==> src/rtl/lsu_bus_adapter_pkg.sv <==
// Shared encodings for the load/store bus adapter: access sizes and FSM states.
package lsu_bus_adapter_pkg;

  localparam logic [1:0] MEM_BYTE = 2'b00;
  localparam logic [1:0] MEM_HALF = 2'b01;
  localparam logic [1:0] MEM_WORD = 2'b10;

  typedef enum logic [1:0] {IDLE, BUS, DONE, ERR} lsu_state_e;

endpackage

==> src/rtl/lsu_lane_align.sv <==
// Combinational lane logic: store strobes/replication, load lane extract and
// extension, and alignment check for one access.
module lsu_lane_align
  import lsu_bus_adapter_pkg::*;
(
  input  logic [1:0]  addr_lo,
  input  logic [1:0]  size,
  input  logic        uns,
  input  logic [31:0] wdata,
  input  logic [31:0] bus_rdata,
  output logic [3:0]  strb,
  output logic [31:0] wdata_rep,
  output logic [31:0] load_data,
  output logic        misaligned
);

  logic [7:0]  lane_b;
  logic [15:0] lane_h;
  logic        sext;

  always_comb begin
    case (addr_lo)
      2'd0:    lane_b = bus_rdata[7:0];
      2'd1:    lane_b = bus_rdata[15:8];
      2'd2:    lane_b = bus_rdata[23:16];
      default: lane_b = bus_rdata[31:24];
    endcase
    lane_h = addr_lo[1] ? bus_rdata[31:16] : bus_rdata[15:0];
  end

  always_comb begin
    strb       = 4'b1111;
    wdata_rep  = wdata;
    load_data  = bus_rdata;
    misaligned = 1'b0;
    sext       = 1'b0;
    case (size)
      MEM_BYTE: begin
        strb      = 4'b0001 << addr_lo;
        wdata_rep = {4{wdata[7:0]}};
        sext      = ~uns & lane_b[7];
        load_data = {{24{sext}}, lane_b};
      end
      MEM_HALF: begin
        strb       = addr_lo[1] ? 4'b1100 : 4'b0011;
        wdata_rep  = {2{wdata[15:0]}};
        sext       = ~uns & lane_h[15];
        load_data  = {{16{sext}}, lane_h};
        misaligned = addr_lo[0];
      end
      // 2'b11 is handled as a word access
      default: begin
        misaligned = (addr_lo != 2'b00);
      end
    endcase
  end

endmodule

==> src/rtl/lsu_bus_adapter.sv <==
// Load/store unit bridging the multi-cycle control FSM to the word-addressed
// valid/ready data bus, with misalignment and timeout abort.
module lsu_bus_adapter
  import lsu_bus_adapter_pkg::*;
#(
  parameter int unsigned TIMEOUT_CYC = 255
) (
  input  logic        clk,
  input  logic        reset,
  input  logic        req,
  input  logic        we,
  input  logic [31:0] addr,
  input  logic [31:0] wdata,
  input  logic [1:0]  memSize,
  input  logic        memUnsigned,
  output logic        busy,
  output logic        done,
  output logic        err,
  output logic [31:0] rdata,
  output logic        bus_valid,
  input  logic        bus_ready,
  output logic        bus_we,
  output logic [31:0] bus_addr,
  output logic [3:0]  bus_strb,
  output logic [31:0] bus_wdata,
  input  logic [31:0] bus_rdata
);

  localparam logic [15:0] CNT_LAST = 16'(TIMEOUT_CYC - 1);

  lsu_state_e  state;
  logic [15:0] cnt;
  logic [1:0]  lat_lo;
  logic [1:0]  lat_size;
  logic        lat_uns;
  logic        lat_we;

  logic [1:0]  sel_lo;
  logic [1:0]  sel_size;
  logic        sel_uns;
  logic [3:0]  al_strb;
  logic [31:0] al_wdata;
  logic [31:0] al_load;
  logic        al_mis;

  // In IDLE the aligner sees the live request; afterwards it sees the latched one.
  assign sel_lo   = (state == IDLE) ? addr[1:0]   : lat_lo;
  assign sel_size = (state == IDLE) ? memSize     : lat_size;
  assign sel_uns  = (state == IDLE) ? memUnsigned : lat_uns;

  lsu_lane_align u_align (
    .addr_lo    (sel_lo),
    .size       (sel_size),
    .uns        (sel_uns),
    .wdata      (wdata),
    .bus_rdata  (bus_rdata),
    .strb       (al_strb),
    .wdata_rep  (al_wdata),
    .load_data  (al_load),
    .misaligned (al_mis)
  );

  always_ff @(posedge clk or posedge reset) begin
    if (reset) begin
      state     <= IDLE;
      cnt       <= '0;
      lat_lo    <= '0;
      lat_size  <= '0;
      lat_uns   <= 1'b0;
      lat_we    <= 1'b0;
      busy      <= 1'b0;
      done      <= 1'b0;
      err       <= 1'b0;
      rdata     <= '0;
      bus_valid <= 1'b0;
      bus_we    <= 1'b0;
      bus_addr  <= '0;
      bus_strb  <= '0;
      bus_wdata <= '0;
    end else begin
      done <= 1'b0;
      err  <= 1'b0;
      case (state)
        IDLE: begin
          if (req) begin
            lat_lo   <= addr[1:0];
            lat_size <= memSize;
            lat_uns  <= memUnsigned;
            lat_we   <= we;
            busy     <= 1'b1;
            if (al_mis) begin
              done  <= 1'b1;
              err   <= 1'b1;
              state <= ERR;
            end else begin
              bus_valid <= 1'b1;
              bus_we    <= we;
              bus_addr  <= {addr[31:2], 2'b00};
              bus_strb  <= al_strb;
              bus_wdata <= al_wdata;
              cnt       <= '0;
              state     <= BUS;
            end
          end
        end
        BUS: begin
          if (bus_ready) begin
            bus_valid <= 1'b0;
            if (!lat_we) rdata <= al_load;
            done  <= 1'b1;
            state <= DONE;
          end else if (cnt == CNT_LAST) begin
            bus_valid <= 1'b0;
            done      <= 1'b1;
            err       <= 1'b1;
            state     <= ERR;
          end else begin
            cnt <= cnt + 16'd1;
          end
        end
        default: begin
          busy  <= 1'b0;
          state <= IDLE;
        end
      endcase
    end
  end

endmodule

==> config.mk <==
export PLATFORM = sky130hd
export DESIGN_NAME = lsu_bus_adapter
export DESIGN_NICKNAME = d
export VERILOG_FILES = /design/src/rtl/lsu_bus_adapter_pkg.sv /design/src/rtl/lsu_lane_align.sv /design/src/rtl/lsu_bus_adapter.sv
export SDC_FILE = /design/constraint.sdc
export NUM_CORES = 1
export LEC_CHECK = 0
export BUFFER_PORTS_ARGS = -buffer_cell sky130_fd_sc_hd__buf_4
export CORE_MARGIN = 4
export CORE_UTILIZATION = 50
export CTS_BUF_LIST = sky130_fd_sc_hd__clkbuf_8 sky130_fd_sc_hd__clkbuf_16
export DETAILED_ROUTE_END_ITERATION = 8
export PLACE_DENSITY = 0.79
export SLEW_MARGIN = 20
export SYNTH_ARGS = -nofsm -noshare
export SYNTH_HDL_FRONTEND = slang
export SYNTH_SLANG_ARGS = --single-unit
==> constraint.sdc <==
create_clock -name clk -period 8.2 [get_ports clk]
set_input_delay 1.64 -clock clk [delete_from_list [all_inputs] [get_ports clk]]
set_output_delay 1.64 -clock clk [all_outputs]
set_load 0.005 [all_outputs]
==> results of run 1 <==
==> power by group <==
group / leakage (nW) / internal [mW] / total [mW] / switching [mW]
sequential: 1.57 / 0.905 / 1.09 / 0.188
combinational: 2.20 / 0.637 / 1.44 / 0.808
clock: 0.317 / 0.520 / 0.790 / 0.270
==> cell type report <==
type                            count  share of cell area
Sequential cell                   127               0.389
Multi-Input combinational cell    480               0.313
Timing Repair Buffer              213               0.196
Clock buffer                       19              0.0555
Tap cell                          143              0.0219
Clock inverter                     13              0.0210
Inverter                            6             0.00307
==> final timing paths <==
kind / start / end / slack, ns / depth (start not counted)
hold / removal: bus_addr[28] / bus_addr[28] / 0.48 / 2
hold reg to reg: bus_addr[28] / bus_addr[28] / 0.48 / 2
setup reg to reg: state[1] / cnt[1] / 5.29 / 6
setup / recovery: memSize[1] / cnt[1] / 4.70 / 7
max in group asynchronous: reset / lat_lo[1] / 5.49 / 3
min in group asynchronous: reset / bus_wdata[16] / 1.35 / 2
==> through the flow <==
stage	util	std cells	hold slack [ns]	worst slack, ns
global route	0.706	1001	0.502	4.55
global placement	0.652	969	0.459	4.40
floorplan	-	654	0.460	3.18
detailed placement	0.652	969	0.468	4.31
CTS	0.706	1001	0.482	4.75
finish	0.706	1001	0.481	4.70
==> state kept, by name, summed over array words and instances (netlist names), 2 cells and up <==
register,cells
bus_addr,30
bus_strb,4
bus_wdata,32
cnt,16
lat_lo,2
lat_size,2
rdata,32
state,2
==> routing by layer <==
layer | wire length [µm] | part of all wire
met5 | 0 | 0
met4 | 678 | 0.037
met3 | 1280 | 0.069
met2 | 8790 | 0.48
met1 | 7640 | 0.42
==> layout by cell type (no fill, tap or decap), types with 3 or more instances in the layout <==
cell type,count
sky130_fd_sc_hd__nand3_1,46
sky130_fd_sc_hd__nor2b_1,3
sky130_fd_sc_hd__nand4_1,8
sky130_fd_sc_hd__a221oi_1,8
sky130_fd_sc_hd__nor2_1,45
sky130_fd_sc_hd__mux2_2,9
sky130_fd_sc_hd__mux2i_1,3
sky130_fd_sc_hd__clkbuf_16,17
sky130_fd_sc_hd__o211ai_1,7
sky130_fd_sc_hd__xor2_1,7
sky130_fd_sc_hd__or3_1,4
sky130_fd_sc_hd__o21a_1,3
sky130_fd_sc_hd__or3b_1,3
sky130_fd_sc_hd__inv_1,8
sky130_fd_sc_hd__a31oi_1,25
sky130_fd_sc_hd__a21oi_1,18
sky130_fd_sc_hd__nor3_1,3
sky130_fd_sc_hd__a32oi_1,7
sky130_fd_sc_hd__o21ai_0,14
sky130_fd_sc_hd__o21ai_2,4
sky130_fd_sc_hd__dfrtp_1,127
sky130_fd_sc_hd__nor2_2,3
sky130_fd_sc_hd__a22oi_1,8
sky130_fd_sc_hd__buf_4,213
sky130_fd_sc_hd__bufinv_16,4
sky130_fd_sc_hd__clkinv_2,3
sky130_fd_sc_hd__nand2_1,208
sky130_fd_sc_hd__a21o_1,4
==> worst max-delay path: cells and delay by family <==
kind / cells / cell delay, ns
AND/OR/NAND/NOR: 2 / 0.42
AO/OA/AOI/OAI: 2 / 0.46
multiplexers: 1 / 0.31
buffers and inverters: 2 / 0.89
==> logic make-up after synthesis <==
| group | synth area share |
|---|---|
| compound gates | 0.139 |
| xor+xnor | 0.0117 |
| fa+ha+maj | 0.00419 |
| buf+inv | 0.0423 |
| flops | 0.532 |
| mux | 0.0220 |
| other cells | 0.000627 |
| simple gates | 0.248 |
==> reports/qor.yml, run 1 <==
floorplanning:
  fp.dieArea_um2: 13800
  floorplan.die.width_um: 117
  pin_count: 209
  core_region_area_um2: 11600
  dieHeight_um: 117
  initial_utilization: 0.517
  core.rowCount: 39
synthesis:
  synth_largest_area_cell: "sky130_fd_sc_hd__dfrtp_1"
  post_synth_num_cell_types: 61
  synth_top_area_share: 0.532
  synth-edff-count: 0
  yosys-top-cells-area: "sky130_fd_sc_hd__dfrtp_1 53%, sky130_fd_sc_hd__nand2_1 13%, sky130_fd_sc_hd__nand3_1 3.9%"
  synth.cells.most_frequent: "208 x sky130_fd_sc_hd__nand2_1, 127 x sky130_fd_sc_hd__dfrtp_1, 46 x sky130_fd_sc_hd__nand3_1"
  ys_async_sr_fraction: 1.00
  syn_avg_cell_area_um2: 9.16
  yosysMostFrequentCell: "sky130_fd_sc_hd__nand2_1"
  synth_seq_cells: 127
  synthesis.instances: 653
  syn-cell-area_um2: 5980
  postSynth.topFlopCell: "sky130_fd_sc_hd__dfrtp_1"
  ys_seq_area_frac: 0.532
  yosysWarningCount: 0
clock_network:
  post-cts-setup-buffer-count: 0
  worst_skew_pair.late_latency_ns: 0.42
  gates_resized_cts_repair: 0
  tritoncts_clock_tree: "done"
  cts_buffer_depth: 2
  ctsHoldBuffers: 0
  cts-htree-levels: 4
  numCtsBuffers: 17
  clkSlewWorstSetupHoldPaths_ns: 0.05
  clock_sinks: 127
  clock_tree.root_cell: "sky130_fd_sc_hd__clkbuf_16"
power_and_ir_drop:
  finalPower_mw: 3.33
  p_leak_nw: 4.08
  vdd_ir_drop_max_uv: 392
  pwr_density_cell_nw_per_um2: 408
worst_setup_path:
  crit_path_start_kind: "input pin"
  worst-path-max-fanout: 102
  cp-end-kind: "register"
  slowest_stage: "sky130_fd_sc_hd__buf_4"
  timing_worst_setup_path_type: "in -> reg"
  critical_path.cell_chain: "buf_4, nor2_1, o21ai_2, a21oi_4, buf_4, nor2_1, mux2_2"
  timing.critical_path.arrival_ns: 3.80
  crit_required_ns: 8.50
  timing.critical_path.slowest_cell_delay_ns: 0.75
timing:
  finalMaxSlewViolations: 0
  timing_worst_slew_pin_value_ns: 0.998
  clock.fmax_ghz: 0.285
  relSlewSlack: 0.335
  rsz0062_at_grt: "false"
  period_share: 0.427
  worst_clock_skew_ns: 0.00636
  hold_violations: 0
  fin_crit_ns: 3.50
  timing.final.setup_violations: 0
  fin_tns_setup_ns: 0
global_route:
  grt_first_pass_wirelength_um: 29900
  gr-usage-all-layers: 0.269
  grtUsageMet1: 0.359
  number_of_antenna_violations_at_the_first_check_in_global_routing: 0
  globalRouteOverflowTotal: 0
  number_of_global_route_vias_before_repair: 5677
  grt_start_max_net_pins: 103
  grt-busiest-layer: "met2"
  use_met2: 0.421
  global_route.usage.met3: 0.0635
placement:
  port_buffers: 206
  final_gp_congestion: 0.946
  detailed_place.area_um2: 7540
  dp_hpwl_um: 13300
route:
  drt-vias-per-instance: 5.72
  route.vias.total: 5730
  avgRoutedWirePerCell_um: 18.4
  residual_drc_count: 0
  drt_first_pass_iters: 7
  route.antenna.remaining_nets: 0
  postRouteWirelength_um: 18400
  initialDrtViolationCount: 618
finish:
  multi_input_comb_area_um2: 2560
  antenna-diode-count: 0
  final_layout_size_suffix_gt1_frac: 0.318
  sequential_cell_area_um2: 3180
  fillerInstances: 866
  postLayoutCellArea_um2: 8160
  finish.net_count: 951
  layout-area-overhead-vs-synth_pct: 36.6
job:
  drv.max_cap_violation_count: 0
run_status:
  status: "complete, no violations"
worst_hold_path:
  worst_hold_path_type: "reg -> reg"
No activity file was read; power rests on OpenSTA's default activity.
==> run 2, diff against run 1 <==
--- a/config.mk
+++ b/config.mk
@@ -7,10 +7,10 @@
 export LEC_CHECK = 0
 export BUFFER_PORTS_ARGS = -buffer_cell sky130_fd_sc_hd__buf_4
 export CORE_MARGIN = 4
-export CORE_UTILIZATION = 50
+export CORE_UTILIZATION = 45
 export CTS_BUF_LIST = sky130_fd_sc_hd__clkbuf_8 sky130_fd_sc_hd__clkbuf_16
 export DETAILED_ROUTE_END_ITERATION = 8
-export PLACE_DENSITY = 0.79
+export PLACE_DENSITY = 0.75
 export SLEW_MARGIN = 20
 export SYNTH_ARGS = -nofsm -noshare
 export SYNTH_HDL_FRONTEND = slang
==> constraint.sdc (replaced) <==
create_clock -name clk -period 3 [get_ports clk]
set_input_delay 0.6 -clock clk [delete_from_list [all_inputs] [get_ports clk]]
set_output_delay 0.6 -clock clk [all_outputs]
set_load 0.005 [all_outputs]
==> reports/qor.yml, run 2 (same netlist as run 1, synthesis figures left out) <==
run_status:
  status: "complete, no violations"  # unchanged
timing:
  fin_tns_setup_ns: 0  # unchanged
  finalHoldWorstSlack_ns: 0.272  # was 0.481 ns
  fin_crit_ns: 2.26
  relSlewSlack: 0.424  # was 0.335
  hold_violations: 0  # unchanged
  clock.fmax_ghz: 0.443
  finalMaxSlewViolations: 0  # unchanged
  worst_clock_skew_ns: 0.0105  # was 0.00636 ns
  period_share: 0.753
  timing_worst_slew_pin_value_ns: 0.862  # was 0.998 ns
  rsz0062_at_grt: "false"  # unchanged
  timing.final.setup_violations: 0  # unchanged
finish:
  final_cell_mix: "218 x sky130_fd_sc_hd__buf_4, 208 x sky130_fd_sc_hd__nand2_1, 127 x sky130_fd_sc_hd__dfrtp_1"  # was 213 x sky130_fd_sc_hd__buf_4, 208 x sky130_fd_sc_hd__nand2_1, 127 x sky130_fd_sc_hd__dfrtp_1
  sequential_cell_area_um2: 3180  # unchanged
  reg_top3: "bus_wdata x32, rdata x32, bus_addr x30"  # unchanged
  finish.net_count: 958  # was 951
  antenna-diode-count: 0  # unchanged
  postLayoutCellArea_um2: 8260  # was 8160 µm²
  layout.cells.most_common: "sky130_fd_sc_hd__buf_4"  # unchanged
  layout-area-overhead-vs-synth_pct: 38.2  # was 36.6%
  final_layout_size_suffix_gt1_frac: 0.325  # was 0.318
  finalNonFillerCells: 1037  # was 1001
  multi_input_comb_area_um2: 2560  # unchanged
  fillerInstances: 1034  # was 866
placement:
  placed_cells: 1005  # was 969
  final_gp_congestion: 0.926  # was 0.946
  port_buffers: 206  # unchanged
  detailed_place.area_um2: 7650  # was 7540 µm²
  dp_hpwl_um: 14200  # was 13300 µm
route:
  avgRoutedWirePerCell_um: 18.5  # was 18.4 µm
  residual_drc_count: 0  # unchanged
  initialDrtViolationCount: 780  # was 618
  route.antenna.remaining_nets: 0  # unchanged
  drt_first_pass_iters: 6  # was 7
  drt-vias-per-instance: 5.60  # was 5.72
  postRouteWirelength_um: 19200  # was 18400 µm
  route.vias.total: 5803  # was 5730
clock_network:
  cts-htree-levels: 4  # unchanged
  post-cts-setup-buffer-count: 0  # unchanged
  numCtsBuffers: 17  # unchanged
  gates_resized_cts_repair: 0  # unchanged
  ctsHoldBuffers: 0  # unchanged
  clkSlewWorstSetupHoldPaths_ns: 0.06  # was 0.05 ns
  clock_sinks: 127  # unchanged
  tritoncts_clock_tree: "done"  # unchanged
  clock_tree.root_cell: "sky130_fd_sc_hd__clkbuf_16"  # unchanged
  worst_skew_pair.late_latency_ns: 0.42  # about the same
  cts_buffer_depth: 2  # unchanged
global_route:
  globalRouteOverflowTotal: 0  # unchanged
  grt_start_max_net_pins: 73  # was 103
  number_of_antenna_violations_at_the_first_check_in_global_routing: 0  # unchanged
  grt_first_pass_wirelength_um: 29400  # was 29900 µm
  number_of_global_route_vias_before_repair: 5532  # was 5677
  gr-usage-all-layers: 0.251  # was 0.269
floorplanning:
  dieHeight_um: 123  # was 117 µm
  pin_count: 209  # unchanged
  core.rowCount: 41  # was 39
  initial_utilization: 0.466  # was 0.517
  fp.dieArea_um2: 15200  # was 13800 µm²
  core_region_area_um2: 12800  # was 11600 µm²
  floorplan.die.width_um: 123  # was 117 µm
worst_setup_path:
  timing.critical_path.arrival_ns: 2.57  # was 3.80 ns
  worst-path-max-fanout: 15  # was 102
  crit_path_start_kind: "register"  # was input pin
  crit_required_ns: 3.32  # was 8.50 ns
  timing.reg2reg.worst_path_depth: 7  # was 6
  timing_worst_setup_path_type: "reg -> reg"  # was in -> reg
  cp-end-kind: "register"  # unchanged
worst_hold_path:
  worst_hold_path_type: "in -> async"  # was reg -> reg
power_and_ir_drop:
  p_leak_nw: 4.11  # was 4.08 nW
  vdd_ir_drop_max_uv: 570  # was 392 µV
  pwr_density_cell_nw_per_um2: 1100  # was 408 nW/µm²
job:
  drv.max_cap_violation_count: 0  # unchanged
==> run 2: power breakdown <==
group          internal [mW]  total [mW]  switching, mW
registers               2.47        2.94          0.469
logic                   1.80        4.06           2.26
clock network           1.36        2.10          0.742
==> run 2: worst paths after layout <==
path	from	to	slack [ns]
worst min register to register	bus_addr[16]	bus_addr[16]	0.47
min in group clk	addr[19]	bus_addr[19]	0.37
worst min-delay path	reset	cnt[0]	0.27
worst max register to register	state[1]	rdata[6]	0.74
max in group asynchronous	reset	bus_wdata[13]	1.93
worst max-delay path	state[1]	rdata[6]	0.74
==> run 2: layout make-up <==
cell class / instances / share of cell area
clock buffers: 20 / 0.0565
clock inverters: 12 / 0.0173
inverters: 6 / 0.00318
multi-input cells: 480 / 0.310
flip-flops and latches: 127 / 0.385
well taps: 172 / 0.0260
repair buffers: 220 / 0.203
==> run 2: stage by stage <==
step / total power [mW] / setup slack [ns] / util
2_1_floorplan: 5.14 / 0.833 / -
3_3_place_gp: 6.86 / 0.712 / 0.597
3_5_place_dp: 7.00 / 0.574 / 0.597
4_1_cts: 9.14 / 0.734 / 0.644
5_1_grt: 9.73 / 0.565 / 0.644
6_report: 9.11 / 0.742 / 0.644
==> run 2: worst max-delay path, stage by stage, from the launching register on <==
cell,delay [ns]
sky130_fd_sc_hd__dfrtp_1,0.37
sky130_fd_sc_hd__buf_4,0.19
sky130_fd_sc_hd__o22ai_1,0.28
sky130_fd_sc_hd__o21ai_2,0.19
sky130_fd_sc_hd__buf_4,0.22
sky130_fd_sc_hd__o21ai_1,0.49
sky130_fd_sc_hd__a32oi_1,0.18
sky130_fd_sc_hd__o211ai_1,0.23
==> run 2: per-layer routing <==
metal | track usage | part of all wire | vias to the layer above
li1 | - | - | 2651
met1 | 0.324 | 0.40 | 2807
met2 | 0.417 | 0.49 | 304
met3 | 0.0604 | 0.085 | 41
met4 | 0.0796 | 0.024 | 0
met5 | 0 | 0 | -
==> run 3, diff against run 2 <==
==> constraint.sdc (replaced) <==
create_clock -name clk -period 2 [get_ports clk]
set_input_delay 0.4 -clock clk [delete_from_list [all_inputs] [get_ports clk]]
set_output_delay 0.4 -clock clk [all_outputs]
set_load 0.005 [all_outputs]
==> reports/qor.yml, run 3 (same netlist as run 1, synthesis figures left out) <==
finish:
  finalNonFillerCells: 1069  # was 1037
  final_layout_size_suffix_gt1_frac: 0.388  # was 0.325
  sequential_cell_area_um2: 3180  # about the same
  postLayoutCellArea_um2: 8900  # was 8260 µm²
  multi_input_comb_area_um2: 2810  # was 2560 µm²
  antenna-diode-count: 0  # unchanged
  final_util: 0.694  # was 0.644
  reg_top3: "bus_wdata x32, rdata x32, bus_addr x30"  # unchanged
  final_cell_mix: "233 x sky130_fd_sc_hd__buf_4, 207 x sky130_fd_sc_hd__nand2_1, 126 x sky130_fd_sc_hd__dfrtp_1"  # was 218 x sky130_fd_sc_hd__buf_4, 208 x sky130_fd_sc_hd__nand2_1, 127 x sky130_fd_sc_hd__dfrtp_1
  layout.cells.most_common: "sky130_fd_sc_hd__buf_4"  # unchanged
  finish.net_count: 990  # was 958
  fillerInstances: 917  # was 1034
  layout-area-overhead-vs-synth_pct: 48.8  # was 38.2%
floorplanning:
  pin_count: 209  # unchanged
  initial_utilization: 0.466  # unchanged
  core_region_area_um2: 12800  # unchanged
  fp.dieArea_um2: 15200  # unchanged
  dieHeight_um: 123  # unchanged
  core.rowCount: 41  # unchanged
  floorplan.die.width_um: 123  # unchanged
global_route:
  globalRouteOverflowTotal: 0  # unchanged
  grt_first_pass_wirelength_um: 29500  # was 29400 µm
  number_of_global_route_vias_before_repair: 5696  # was 5532
  gr-usage-all-layers: 0.250  # was 0.251
  number_of_antenna_violations_at_the_first_check_in_global_routing: 0  # unchanged
  grt_start_max_net_pins: 128  # was 73
route:
  residual_drc_count: 0  # unchanged
  avgRoutedWirePerCell_um: 19.2  # was 18.5 µm
  route.vias.total: 6091  # was 5803
  initialDrtViolationCount: 653  # was 780
  drt-vias-per-instance: 5.70  # was 5.60
  route.antenna.remaining_nets: 0  # unchanged
  drt_first_pass_iters: 5  # was 6
  postRouteWirelength_um: 20500  # was 19200 µm
timing:
  hold_violations: 0  # unchanged
  worst_clock_skew_ns: 0.00678  # was 0.0105 ns
  relSlewSlack: 0.549  # was 0.424
  timing.final.setup_violations: 29  # was 0
  finalHoldWorstSlack_ns: 0.170  # was 0.272 ns
  fin_crit_ns: 2.06  # was 2.26 ns
  finalMaxSlewViolations: 0  # unchanged
  timing_worst_slew_pin_value_ns: 0.676  # was 0.862 ns
  period_share: 1.03  # was 0.753
  rsz0062_at_grt: "true"  # was false
  clock.fmax_ghz: 0.485  # was 0.443 GHz
  layout_setup_ws_ns: -0.0611  # was 0.742 ns
placement:
  detailedPlace.worstSlack_ns: -0.0446  # was 0.574 ns
  dp_hpwl_um: 13800  # was 14200 µm
  final_gp_congestion: 0.949  # was 0.926
  port_buffers: 206  # unchanged
  detailed_place.area_um2: 7890  # was 7650 µm²
  placed_cells: 1023  # was 1005
worst_setup_path:
  worst-path-max-fanout: 29  # was 15
  timing_worst_setup_path_type: "reg -> reg"  # unchanged
  crit_required_ns: 2.28  # was 3.32 ns
  crit_path_start_kind: "register"  # unchanged
  timing.critical_path.arrival_ns: 2.34  # was 2.57 ns
  cp-end-kind: "register"  # unchanged
run_status:
  violated_checks: "negative setup slack"
  status: "finished with violations"  # was complete, no violations
clock_network:
  clock_tree.root_cell: "sky130_fd_sc_hd__clkbuf_16"  # unchanged
  clock_sinks: 127  # unchanged
  numCtsBuffers: 17  # unchanged
  cts-htree-levels: 4  # unchanged
  tritoncts_clock_tree: "done"  # unchanged
  worst_skew_pair.late_latency_ns: 0.42  # about the same
  cts_buffer_depth: 2  # unchanged
  clkSlewWorstSetupHoldPaths_ns: 0.06  # about the same
power_and_ir_drop:
  vdd_ir_drop_max_uv: 894  # was 570 µV
  p_leak_nw: 4.36  # was 4.11 nW
  pwr_density_cell_nw_per_um2: 1680  # was 1100 nW/µm²
job:
  drv.max_cap_violation_count: 0  # unchanged
worst_hold_path:
  worst_hold_path_type: "in -> reg"  # was in -> async
-- run 3: cell count changes in the layout (fill, tap and decap cells not counted), sizes merged --
cell,change
clkinvlp,+2
inv,+1
clkbuf,+1
buf,+30
bufinv,-2
-- run 3: critical path, cell delays in order, from the launching register on --
cell and delay, ns:
sky130_fd_sc_hd__dfrtp_1 0.43, sky130_fd_sc_hd__buf_12 0.16, sky130_fd_sc_hd__buf_12 0.12, sky130_fd_sc_hd__o21ai_2 0.26, sky130_fd_sc_hd__nand3_2 0.18, sky130_fd_sc_hd__a21oi_4 0.25
sky130_fd_sc_hd__buf_4 0.18, sky130_fd_sc_hd__clkbuf_16 0.20, sky130_fd_sc_hd__a31oi_1 0.13
-- run 3: area by class of cell --
cell class              instances  area share
repair buffers                252       0.236
clock buffers                  19      0.0509
clock inverters                13      0.0129
inverters                       6     0.00295
flip-flops and latches        127       0.357
multi-input cells             480       0.316
well taps                     172      0.0242
-- run 3: power by group --
part	total [mW]	internal, mW	leakage, nW	switching, mW
registers	4.47	3.71	1.57	0.753
logic	7.52	3.63	2.51	3.89
clock network	2.95	1.77	0.277	1.17
-- run 3: through the flow --
stage / total power, mW / TNS [ns]
floorplan: 7.70 / 0
global placement: 10.7 / 0
detailed placement: 10.9 / -0.0684
CTS: 14.0 / -0.0147
global route: 15.8 / -4.00
finish: 14.9 / -0.356
-- run 3: metal layers --
| metal | global-route usage | vias to the layer above | wire length [µm] |
|---|---|---|---|
| li1 | - | 2720 | - |
| met5 | 0 | - | 0 |
| met2 | 0.402 | 383 | 10000 |
| met1 | 0.316 | 2909 | 7750 |
| met4 | 0.116 | 0 | 917 |
| met3 | 0.0636 | 79 | 1850 |
-- run 3: final timing paths --
| path | startpoint | to | slack [ns] | depth (start not counted) |
|---|---|---|---|---|
| worst max-delay path | state[1] | bus_strb[1] | -0.06 | 8 |
| worst min-delay path | addr[7] | bus_addr[7] | 0.17 | 3 |
| worst max register to register | state[1] | bus_strb[1] | -0.06 | 8 |
| worst min register to register | bus_addr[6] | bus_addr[6] | 0.48 | 2 |
| max in group asynchronous | reset | rdata[1] | 1.31 | 3 |
| min in group asynchronous | reset | done | 0.19 | 3 |
-- run 3: timing repair --
item                       CTS  global route
hold buffers                 0             0
resized for setup           12            49
setup endpoints to repair   12           101
pin swaps                    1            23
setup buffers                3            10
cloned                       0             2
